## src/rtl/fetch_sched.sv

```systemverilog
// fetch_sched: kernel-load sequencer and round-robin warp PC scheduler for the fetch stage
module fetch_sched #(
  parameter int I_DATA_WIDTH  = 32,
  parameter int I_ADDR_WIDTH  = 10,
  parameter int NUM_WARPS     = 4,
  parameter int WARP_ID_WIDTH = 2
) (
  input  logic                     clk,
  input  logic                     rst,
  input  logic                     load_start,
  input  logic                     load_valid,
  input  logic [I_DATA_WIDTH-1:0]  load_data,
  input  logic                     load_last,
  input  logic                     run_start,
  input  logic [I_ADDR_WIDTH-1:0]  start_pc,
  input  logic [NUM_WARPS-1:0]     warp_stall,
  input  logic                     br_valid,
  input  logic [WARP_ID_WIDTH-1:0] br_warp,
  input  logic [I_ADDR_WIDTH-1:0]  br_target,
  input  logic                     exit_valid,
  input  logic [WARP_ID_WIDTH-1:0] exit_warp,
  input  logic [I_ADDR_WIDTH-1:0]  pc_p1,
  output logic [I_ADDR_WIDTH-1:0]  pc_r,
  output logic [I_ADDR_WIDTH-1:0]  pc_w,
  output logic                     we,
  output logic [I_DATA_WIDTH-1:0]  instr_i,
  output logic                     fetch_valid,
  output logic [WARP_ID_WIDTH-1:0] fetch_warp,
  output logic                     busy,
  output logic                     run_done,
  output logic                     load_ovf
);
  typedef enum logic [1:0] {IDLE, LOAD, RUN} state_t;
  state_t state, state_nx;
  logic [I_ADDR_WIDTH-1:0]  pc [NUM_WARPS];
  logic [I_ADDR_WIDTH-1:0]  load_cnt, pc_last;
  logic [NUM_WARPS-1:0]     active, active_nx, exit_mask, elig;
  logic [WARP_ID_WIDTH-1:0] rr, gnt;
  logic                     found, launch;
  // eligibility and round-robin pick: lowest offset from rr wins
  always_comb begin
    exit_mask = exit_valid ? NUM_WARPS'(1) << exit_warp : '0;
    elig = (state == RUN) ? active & ~warp_stall & ~exit_mask : '0;
    active_nx = active & ~exit_mask;
    launch = (state == IDLE) & ~load_start & run_start;
    found = 1'b0;
    gnt = rr;
    for (int i = NUM_WARPS - 1; i >= 0; i--)
      if (elig[rr + WARP_ID_WIDTH'(i)]) begin
        found = 1'b1;
        gnt = rr + WARP_ID_WIDTH'(i);
      end
  end
  // state register
  always_ff @(posedge clk)
    state <= rst ? IDLE : state_nx;
  // next state: load_start beats run_start in IDLE, RUN ends when no warp remains active
  always_comb
    state_nx = (state == IDLE) ? (load_start ? LOAD : run_start ? RUN : IDLE)
             : (state == LOAD) ? ((load_valid & load_last) ? IDLE : LOAD)
             : (state == RUN)  ? ((active_nx == '0) ? IDLE : RUN)
             : IDLE;
  // outputs: load port is combinational so the write hits the same cycle's BRAM edge
  always_comb begin
    we = (state == LOAD) & load_valid;
    pc_w = (state == LOAD) ? load_cnt : '0;
    instr_i = (state == LOAD) ? load_data : '0;
    pc_r = found ? pc[gnt] : pc_last;
    busy = state != IDLE;
  end
  // control registers: active mask, rr pointer, load counter, fetch tags
  always_ff @(posedge clk)
    if (rst) begin
      active <= '0;
      rr <= '0;
      load_cnt <= '0;
      load_ovf <= 1'b0;
      pc_last <= '0;
      fetch_valid <= 1'b0;
      fetch_warp <= '0;
      run_done <= 1'b0;
    end else begin
      fetch_valid <= found;
      run_done <= (state == RUN) & (active_nx == '0);
      if (found) begin
        fetch_warp <= gnt;
        rr <= gnt + 1'b1;
        pc_last <= pc[gnt];
      end
      if ((state == IDLE) & load_start) begin
        load_cnt <= '0;
        load_ovf <= 1'b0;
      end
      if (launch) begin
        active <= '1;
        rr <= '0;
      end
      if ((state == LOAD) & load_valid) begin
        load_cnt <= load_cnt + 1'b1;
        if ((&load_cnt) & ~load_last) load_ovf <= 1'b1;
      end
      if (state == RUN) active <= active_nx;
    end
  // per-warp PC: branch redirect beats the granted PC+1 write-back
  always_ff @(posedge clk)
    for (int w = 0; w < NUM_WARPS; w++)
      if (rst) pc[w] <= '0;
      else if (launch) pc[w] <= start_pc;
      else if ((state == RUN) & br_valid & (br_warp == WARP_ID_WIDTH'(w))) pc[w] <= br_target;
      else if (found & (gnt == WARP_ID_WIDTH'(w))) pc[w] <= pc_p1;
endmodule

```

## config.mk

```make
export PLATFORM = sky130hd
export DESIGN_NAME = fetch_sched
export DESIGN_NICKNAME = d
export VERILOG_FILES = /design/src/rtl/fetch_sched.sv
export SDC_FILE = /design/constraint.sdc
export NUM_CORES = 1
export LEC_CHECK = 0
export CAP_MARGIN = 5
export CORE_MARGIN = 1.5
export CORE_UTILIZATION = 40
export CTS_CLUSTER_SIZE = 40
export DETAILED_ROUTE_END_ITERATION = 16
export PLACE_DENSITY = 0.71
export SLEW_MARGIN = 10
export SYNTH_ARGS = -nofsm -noshare
export SYNTH_HDL_FRONTEND = slang
export SYNTH_SLANG_ARGS = --single-unit
export TNS_END_PERCENT = 30
```

## constraint.sdc

```tcl
create_clock -name clk -period 4.05 [get_ports clk]
set_input_delay 0.6075 -clock clk [delete_from_list [all_inputs] [get_ports clk]]
set_output_delay 0.6075 -clock clk [all_outputs]
set_load 0.005 [all_outputs]
```

# --- After elaboration in Yosys (flattened, before gate mapping) ---
# Memories as Yosys holds them, arrays and structs flattened.
# Cells that the tools add are included.
classes:
  add_sub_neg: 5
  shift: 1
  n_mux: 88
  reduce_logical: 9
  eq_ne: 8
  n_lt_le_gt_ge: 4
  bitwise_logic: 35
op_table:
  columns: ["op", "count"]
  rows:
  - ["$mux W10", 16]
  - ["$mux W1", 53]
  - ["$mux W32", 1]
  - ["$mux W2", 10]
  - ["$and A1 B1 Y1", 16]
  - ["$mux W4", 4]
  - ["$and A4 B4 Y4", 3]
  - ["$lt A2 B3 Y1 const B", 4]
  - ["$or A1 B1 Y1", 12]
  - ["$add A10 B1 Y10 const B", 1]
  - ["$eq A2 B2 Y1 const B", 5]
  - ["$reduce_and A10 Y1", 1]
  - ["$bmux W1 S2", 4]
  - ["$not A4 Y4", 2]
  - ["$eq A2 B1 Y1 const B", 3]
  - ["$logic_not A2 Y1", 3]
  - ["$reduce_bool A2 Y1", 3]
  - ["$add A2 B1 Y2 const B", 2]
  - ["$add A2 B2 Y2 const B", 2]
  - ["$logic_not A4 Y1", 1]
  - ["$shl A1 B2 Y4 const A", 1]
  - ["$not A1 Y1", 2]
  - ["$reduce_or A2 Y1", 1]
word_totals:
  ff_bits: 33
  input_bits: 78
  output_inout_bits: 59
  n_memories: 1
  wordCells: 160
  ramBits: 40
memory_table:
  columns: ["memory", "words", "word_bits", "rd", "rd_clocked_by_memory_dff", "write_ports", "line", "rtl"]
  rows:
  - ["pc", 4, 10, 1, 0, 4, "35", "logic [I_ADDR_WIDTH-1:0] pc [NUM_WARPS];"]

# --- Depth between registers and ports, before layout ---
depth:
  depth_word: 19
  mapped_depth: 11
  depth_no_buf: 9

# --- Least setup slack after synthesis ---
# No wires, ideal clock.
synth_timing:
  kind: "input to register"
  start: "in exit_warp[0]"
  end: "mem pc[2][0] (enable)"
  stages: 10
  arrival_time_ns: 2.871
  required_ns: 3.746
  n_path_buf: 1
  slack_ns: 0.875
  cell_sequence: "or3b_4 > nand2_4 > nand2_1 > mux4_2 > nand2_1 > xnor2_1 > ha_1 > and3b_1 > buf_6 > or3_1"
synth_lines:
  columns: ["item", "line", "rtl"]
  rows:
  - ["start, declared", "21", "input logic [WARP_ID_WIDTH-1:0] exit_warp,"]
  - ["end, declared", "35", null]

# --- Worst setup path after layout ---
layout_timing:
  start: "in exit_valid"
  end: "out pc_r[5]"
layout_between:
  elab_chain_cells: 12
  word_cells_on_any_way: 22
  classes_between: "19 x mux; 2 x bitwise; 1 x memory"
layout_lines:
  columns: ["item", "line", "rtl"]
  rows:
  - ["start, declared", "20", "input logic exit_valid,"]
  - ["$mux W4 *", "42", "exit_mask = exit_valid ? NUM_WARPS'(1) << exit_warp : '0;"]
  - ["$not A4 Y4 *", "43", "elig = (state == RUN) ? active & ~warp_stall & ~exit_mask : '0;"]
  - ["$and A4 B4 Y4 *", "43", null]
  - ["$mux W4 *", "43", null]
  - ["$bmux W1 S2", "49", "if (elig[rr + WARP_ID_WIDTH'(i)]) begin"]
  - ["$mux W1 (not written as such)", "49", null]
  - ["$mux W2 (4 in series)", "49", null]
  - ["$mem_v2 Z4 W10", null, null]
  - ["$mux W10 *", null, null]
  - ["end, declared", "23", "output logic [I_ADDR_WIDTH-1:0] pc_r,"]
# Mark *: on every way between the ends. The rest lies on a longest branch, timed or not. The select of a mux whose other input is x is not followed.

==> run_summary.xml <==
<?xml version="1.0" encoding="UTF-8"?>
<metrics>
  <group name="placement">
    <metric name="dp_cells" unit="">667</metric>
    <metric name="number_of_buffers_inserted_by_port_buffering" unit="">136</metric>
    <metric name="dp_hpwl" unit="um">8662</metric>
    <metric name="gp_congestion" unit="">0.8775</metric>
    <metric name="dpl_cell_area" unit="sq um">5607</metric>
  </group>
  <group name="clocking">
    <metric name="clock_tree.root_cell" unit="">clkbuf_8</metric>
    <metric name="h-tree-depth" unit="">3</metric>
    <metric name="cts_max_path_buffers" unit="">2</metric>
    <metric name="postCtsHoldBufs" unit="">0</metric>
    <metric name="tritoncts" unit="">built</metric>
    <metric name="cts_resized" unit="">0</metric>
    <metric name="cts.clk_slew.worst_paths" unit="ns">0.08</metric>
    <metric name="cts_sinks" unit="">73</metric>
    <metric name="cts.repair_timing.setup_buffer_count" unit="">0</metric>
    <metric name="clk-insertion-delay-late" unit="ns">0.35</metric>
    <metric name="tritoncts.num_buffers" unit="">9</metric>
  </group>
  <group name="timing">
    <metric name="report.final.setup_viol" unit="">0</metric>
    <metric name="finClkSkew" unit="ns">0.006299</metric>
    <metric name="timing_worst_slew_pin_value" unit="ns">1.063</metric>
    <metric name="rsz0062_at_grt" unit="">no</metric>
    <metric name="max_freq" unit="GHz">0.2554</metric>
    <metric name="finalHoldWorstSlack" unit="ns">0.4884</metric>
    <metric name="finalWorstPathRequiredPeriod" unit="ns">3.915</metric>
    <metric name="max-slew-margin-rel" unit="%">28.89</metric>
    <metric name="final.setup.tns" unit="ns">0</metric>
    <metric name="timing.final.max_slew_violations" unit="">0</metric>
    <metric name="min_period_over_period" unit="%">96.66</metric>
    <metric name="timing_hold_violations_final" unit="">0</metric>
  </group>
  <group name="synth">
    <metric name="synthDistinctLibCells" unit="">51</metric>
    <metric name="synth_ff_type" unit="">edfxtp_1</metric>
    <metric name="yosysWarningCount" unit="">0</metric>
    <metric name="synth_seq_cells" unit="">73</metric>
    <metric name="postSynthNetCount" unit="">494</metric>
    <metric name="synth_edf_count" unit="">40</metric>
    <metric name="avgSynthCellArea" unit="sq um">10.03</metric>
    <metric name="synthCells" unit="">411</metric>
    <metric name="yosysSeqAreaShare" unit="%">45.17</metric>
    <metric name="synthArstFlopShare" unit="%">0</metric>
    <metric name="netlist_area" unit="sq um">4121</metric>
  </group>
  <group name="floorplan">
    <metric name="initial_core_utilization" unit="%">41.78</metric>
    <metric name="num_io_pins" unit="">137</metric>
    <metric name="chipWidth" unit="um">104.5</metric>
    <metric name="fp.dieH" unit="um">104.5</metric>
    <metric name="fp.dieArea" unit="sq um">10920</metric>
    <metric name="fp.coreArea" unit="sq um">9864</metric>
    <metric name="placementRows" unit="">36</metric>
  </group>
  <group name="detailed_routing">
    <metric name="drt-pass1-iter-count" unit="">6</metric>
    <metric name="wl" unit="um">12200</metric>
    <metric name="initial_detailed_routing_violation_count" unit="">276</metric>
    <metric name="detail_route.vias_per_cell" unit="">5.735</metric>
    <metric name="antenna_left" unit="">0</metric>
    <metric name="drc" unit="">0</metric>
    <metric name="average_detailed_routed_wire_length_per_instance" unit="um">17.86</metric>
    <metric name="detailroute.via_count" unit="">3917</metric>
  </group>
  <group name="worst_hold_path">
    <metric name="worstHoldPathType" unit="">reg2reg</metric>
    <metric name="hold_path_stages" unit="">2</metric>
  </group>
  <group name="global_routing">
    <metric name="grtUsageMet2" unit="%">37.27</metric>
    <metric name="wire_length_of_the_first_global_routing_pass" unit="um">18550</metric>
    <metric name="largest_net_degree_at_the_start_of_global_routing" unit="">44</metric>
    <metric name="grt_antenna_before_repair" unit="">0</metric>
    <metric name="gr_util_met1" unit="%">25.59</metric>
    <metric name="grt_busiest_layer" unit="">met2</metric>
    <metric name="grt.met3_usage" unit="%">5.702</metric>
    <metric name="number_of_global_route_vias_before_repair" unit="">3724</metric>
    <metric name="globalRouteTotalUtil" unit="%">21.80</metric>
    <metric name="grt_total_ovfl" unit="">0</metric>
  </group>
  <group name="layout">
    <metric name="antennaDiodeCount" unit="">0</metric>
    <metric name="syn2layout_area_growth" unit="%">42.17</metric>
    <metric name="layoutNonFillerInstCount" unit="">683</metric>
    <metric name="area_of_all_placed_cells_without_fillers" unit="sq um">5859</metric>
    <metric name="finish.net_count" unit="">628</metric>
    <metric name="post_route_cells_drive_above_1_share" unit="%">7.273</metric>
  </group>
  <group name="outcome">
    <metric name="run_status" unit="">finished, final reports clean</metric>
  </group>
  <group name="power">
    <metric name="clock_power_share" unit="%">36.1</metric>
    <metric name="power_density" unit="nW/um^2">298.5</metric>
    <metric name="part_of_the_power_in_registers" unit="%">47.9</metric>
    <metric name="switching_power" unit="mW">0.4249</metric>
    <metric name="intPower" unit="mW">1.324</metric>
    <metric name="totalPowerFinal" unit="mW">1.749</metric>
    <metric name="worst_ir_drop_vdd" unit="mV">0.1641</metric>
    <metric name="power.switching_fraction" unit="%">24.30</metric>
    <metric name="p_leak" unit="nW">2.091</metric>
    <metric name="power.combinational.fraction" unit="%">16.0</metric>
  </group>
  <group name="worst_setup_path">
    <metric name="worst_path_max_delay_cell" unit="">clkdlybuf4s50_1</metric>
    <metric name="cp-end-kind" unit="">output pin</metric>
    <metric name="timing.reg2reg.worst_path_depth" unit="">9</metric>
    <metric name="cp-start-kind" unit="">primary input</metric>
    <metric name="required" unit="ns">3.44</metric>
    <metric name="critical_path_arrival" unit="ns">3.31</metric>
    <metric name="path_cells" unit="">clkdlybuf4s50_1 &gt; or3b_4 &gt; nand2_4 &gt; a31oi_1 &gt; o211ai_4 &gt; a222oi_1 &gt; a31oi_1 &gt; clkdlybuf4s50_1</metric>
    <metric name="worst-path-max-fanout" unit="">10</metric>
    <metric name="worstSetupPathType" unit="">in2out</metric>
    <metric name="slowest_delay" unit="ns">0.55</metric>
  </group>
  <group name="run">
    <metric name="maxCapViolCount" unit="">0</metric>
  </group>
</metrics>
## final cells by class
type | count | area (sq um)
Fill cell | 845 | 4005
Inverter | 4 | 15.01
Timing Repair Buffer | 143 | 1426
Clock inverter | 7 | 93.84
Clock buffer | 9 | 123.9
Sequential cell | 73 | 1862
Multi-Input combinational cell | 314 | 2172
Tap cell | 133 | 166.4
## sequential cells by signal, indices dropped and copies added (netlist names)
register,count
run_done,1
state,2
fetch_warp,2
fetch_valid,1
load_ovf,1
load_cnt,10
rr,2
pc_last,10
active,4
pc,40
## worst max-delay path, delay by kind of cell
kind | cells | cell delay, ns
AO/OA/AOI/OAI | 4 | 1.04
buffers and inverters | 2 | 1.07
AND/OR/NAND/NOR | 2 | 0.58
## Yosys cell counts (5+ instances only)
cell	instances	area (sq um)
nand3b_1	5	37.54
edfxtp_1	40	1201
nor2_1	30	112.6
a31oi_1	16	100.1
a221o_1	40	400.4
nand3_1	14	70.07
ha_1	5	62.56
a21oi_1	18	90.09
o21ai_0	10	50.05
and3_1	6	37.54
a311oi_1	13	113.9
clkbuf_1	14	52.55
a222oi_1	10	100.1
dfxtp_1	33	660.6
nand2_1	38	142.6
and2_1	56	350.3
nand4_1	5	31.28
## through the flow
stage / util (%) / worst slack, ns
after CTS: 59.04 / 0.03314
final: 59.40 / 0.1353
after floorplan: - / 0.8753
after global routing: 59.40 / 0.01552
after detailed placement: 56.84 / 0.1043
after global placement: 56.84 / 0.1149
## cells by family (layout without fill, tap and decap cells)
| family | count (synthesis) | in the layout | share of synthesized area [%] |
|---|---|---|---|
| AO/OA/AOI/OAI | 121 | 121 | 23.86 |
| XOR/XNOR | 2 | 2 | 0.4251 |
| adder cells (fa/ha/maj) | 5 | 5 | 1.518 |
| buffers and inverters | 24 | 163 | 2.975 |
| flip-flops | 73 | 73 | 45.17 |
| multiplexers | 3 | 3 | 1.062 |
| AND/OR/NAND/NOR | 183 | 183 | 24.99 |
## metal layers
metal / up-vias / part of all wire, %
met4: 0 / 2.1
met2: 243 / 47
met3: 24 / 10
met1: 1759 / 40
li1: 1891 / -
met5: - / 0
## worst paths after layout
path              start  endpoint  slack, ns
max reg2reg    state[0]  pc[2][7]       0.78
min reg2reg    load_ovf  load_ovf       0.49
max          exit_valid   pc_r[5]       0.14
min            load_ovf  load_ovf       0.49
## layout by cell type, fill, tap and decap left out, types with 6 or more instances in the layout
| master | n |
|---|---|
| clkbuf_8 | 9 |
| nand3_1 | 14 |
| nor2_1 | 30 |
| nand2_1 | 38 |
| and2_1 | 56 |
| a222oi_1 | 10 |
| dfxtp_1 | 33 |
| a311oi_1 | 13 |
| and3_1 | 6 |
| a31oi_1 | 16 |
| edfxtp_1 | 40 |
| a21oi_1 | 18 |
| o21ai_0 | 10 |
| clkdlybuf4s50_1 | 136 |
| buf_4 | 6 |
| a221o_1 | 40 |
## power by group through the flow
stage                     registers (mW)  clock network (mW)  logic (mW)
after CTS                          0.838               0.643       0.279
after detailed placement           0.855                   0       0.278
after global routing               0.842               0.674       0.303
after floorplan                    0.847                   0       0.112
after global placement             0.854                   0       0.274
final                              0.838               0.632       0.279
Note: power is estimated with default switching activity, not from simulation.
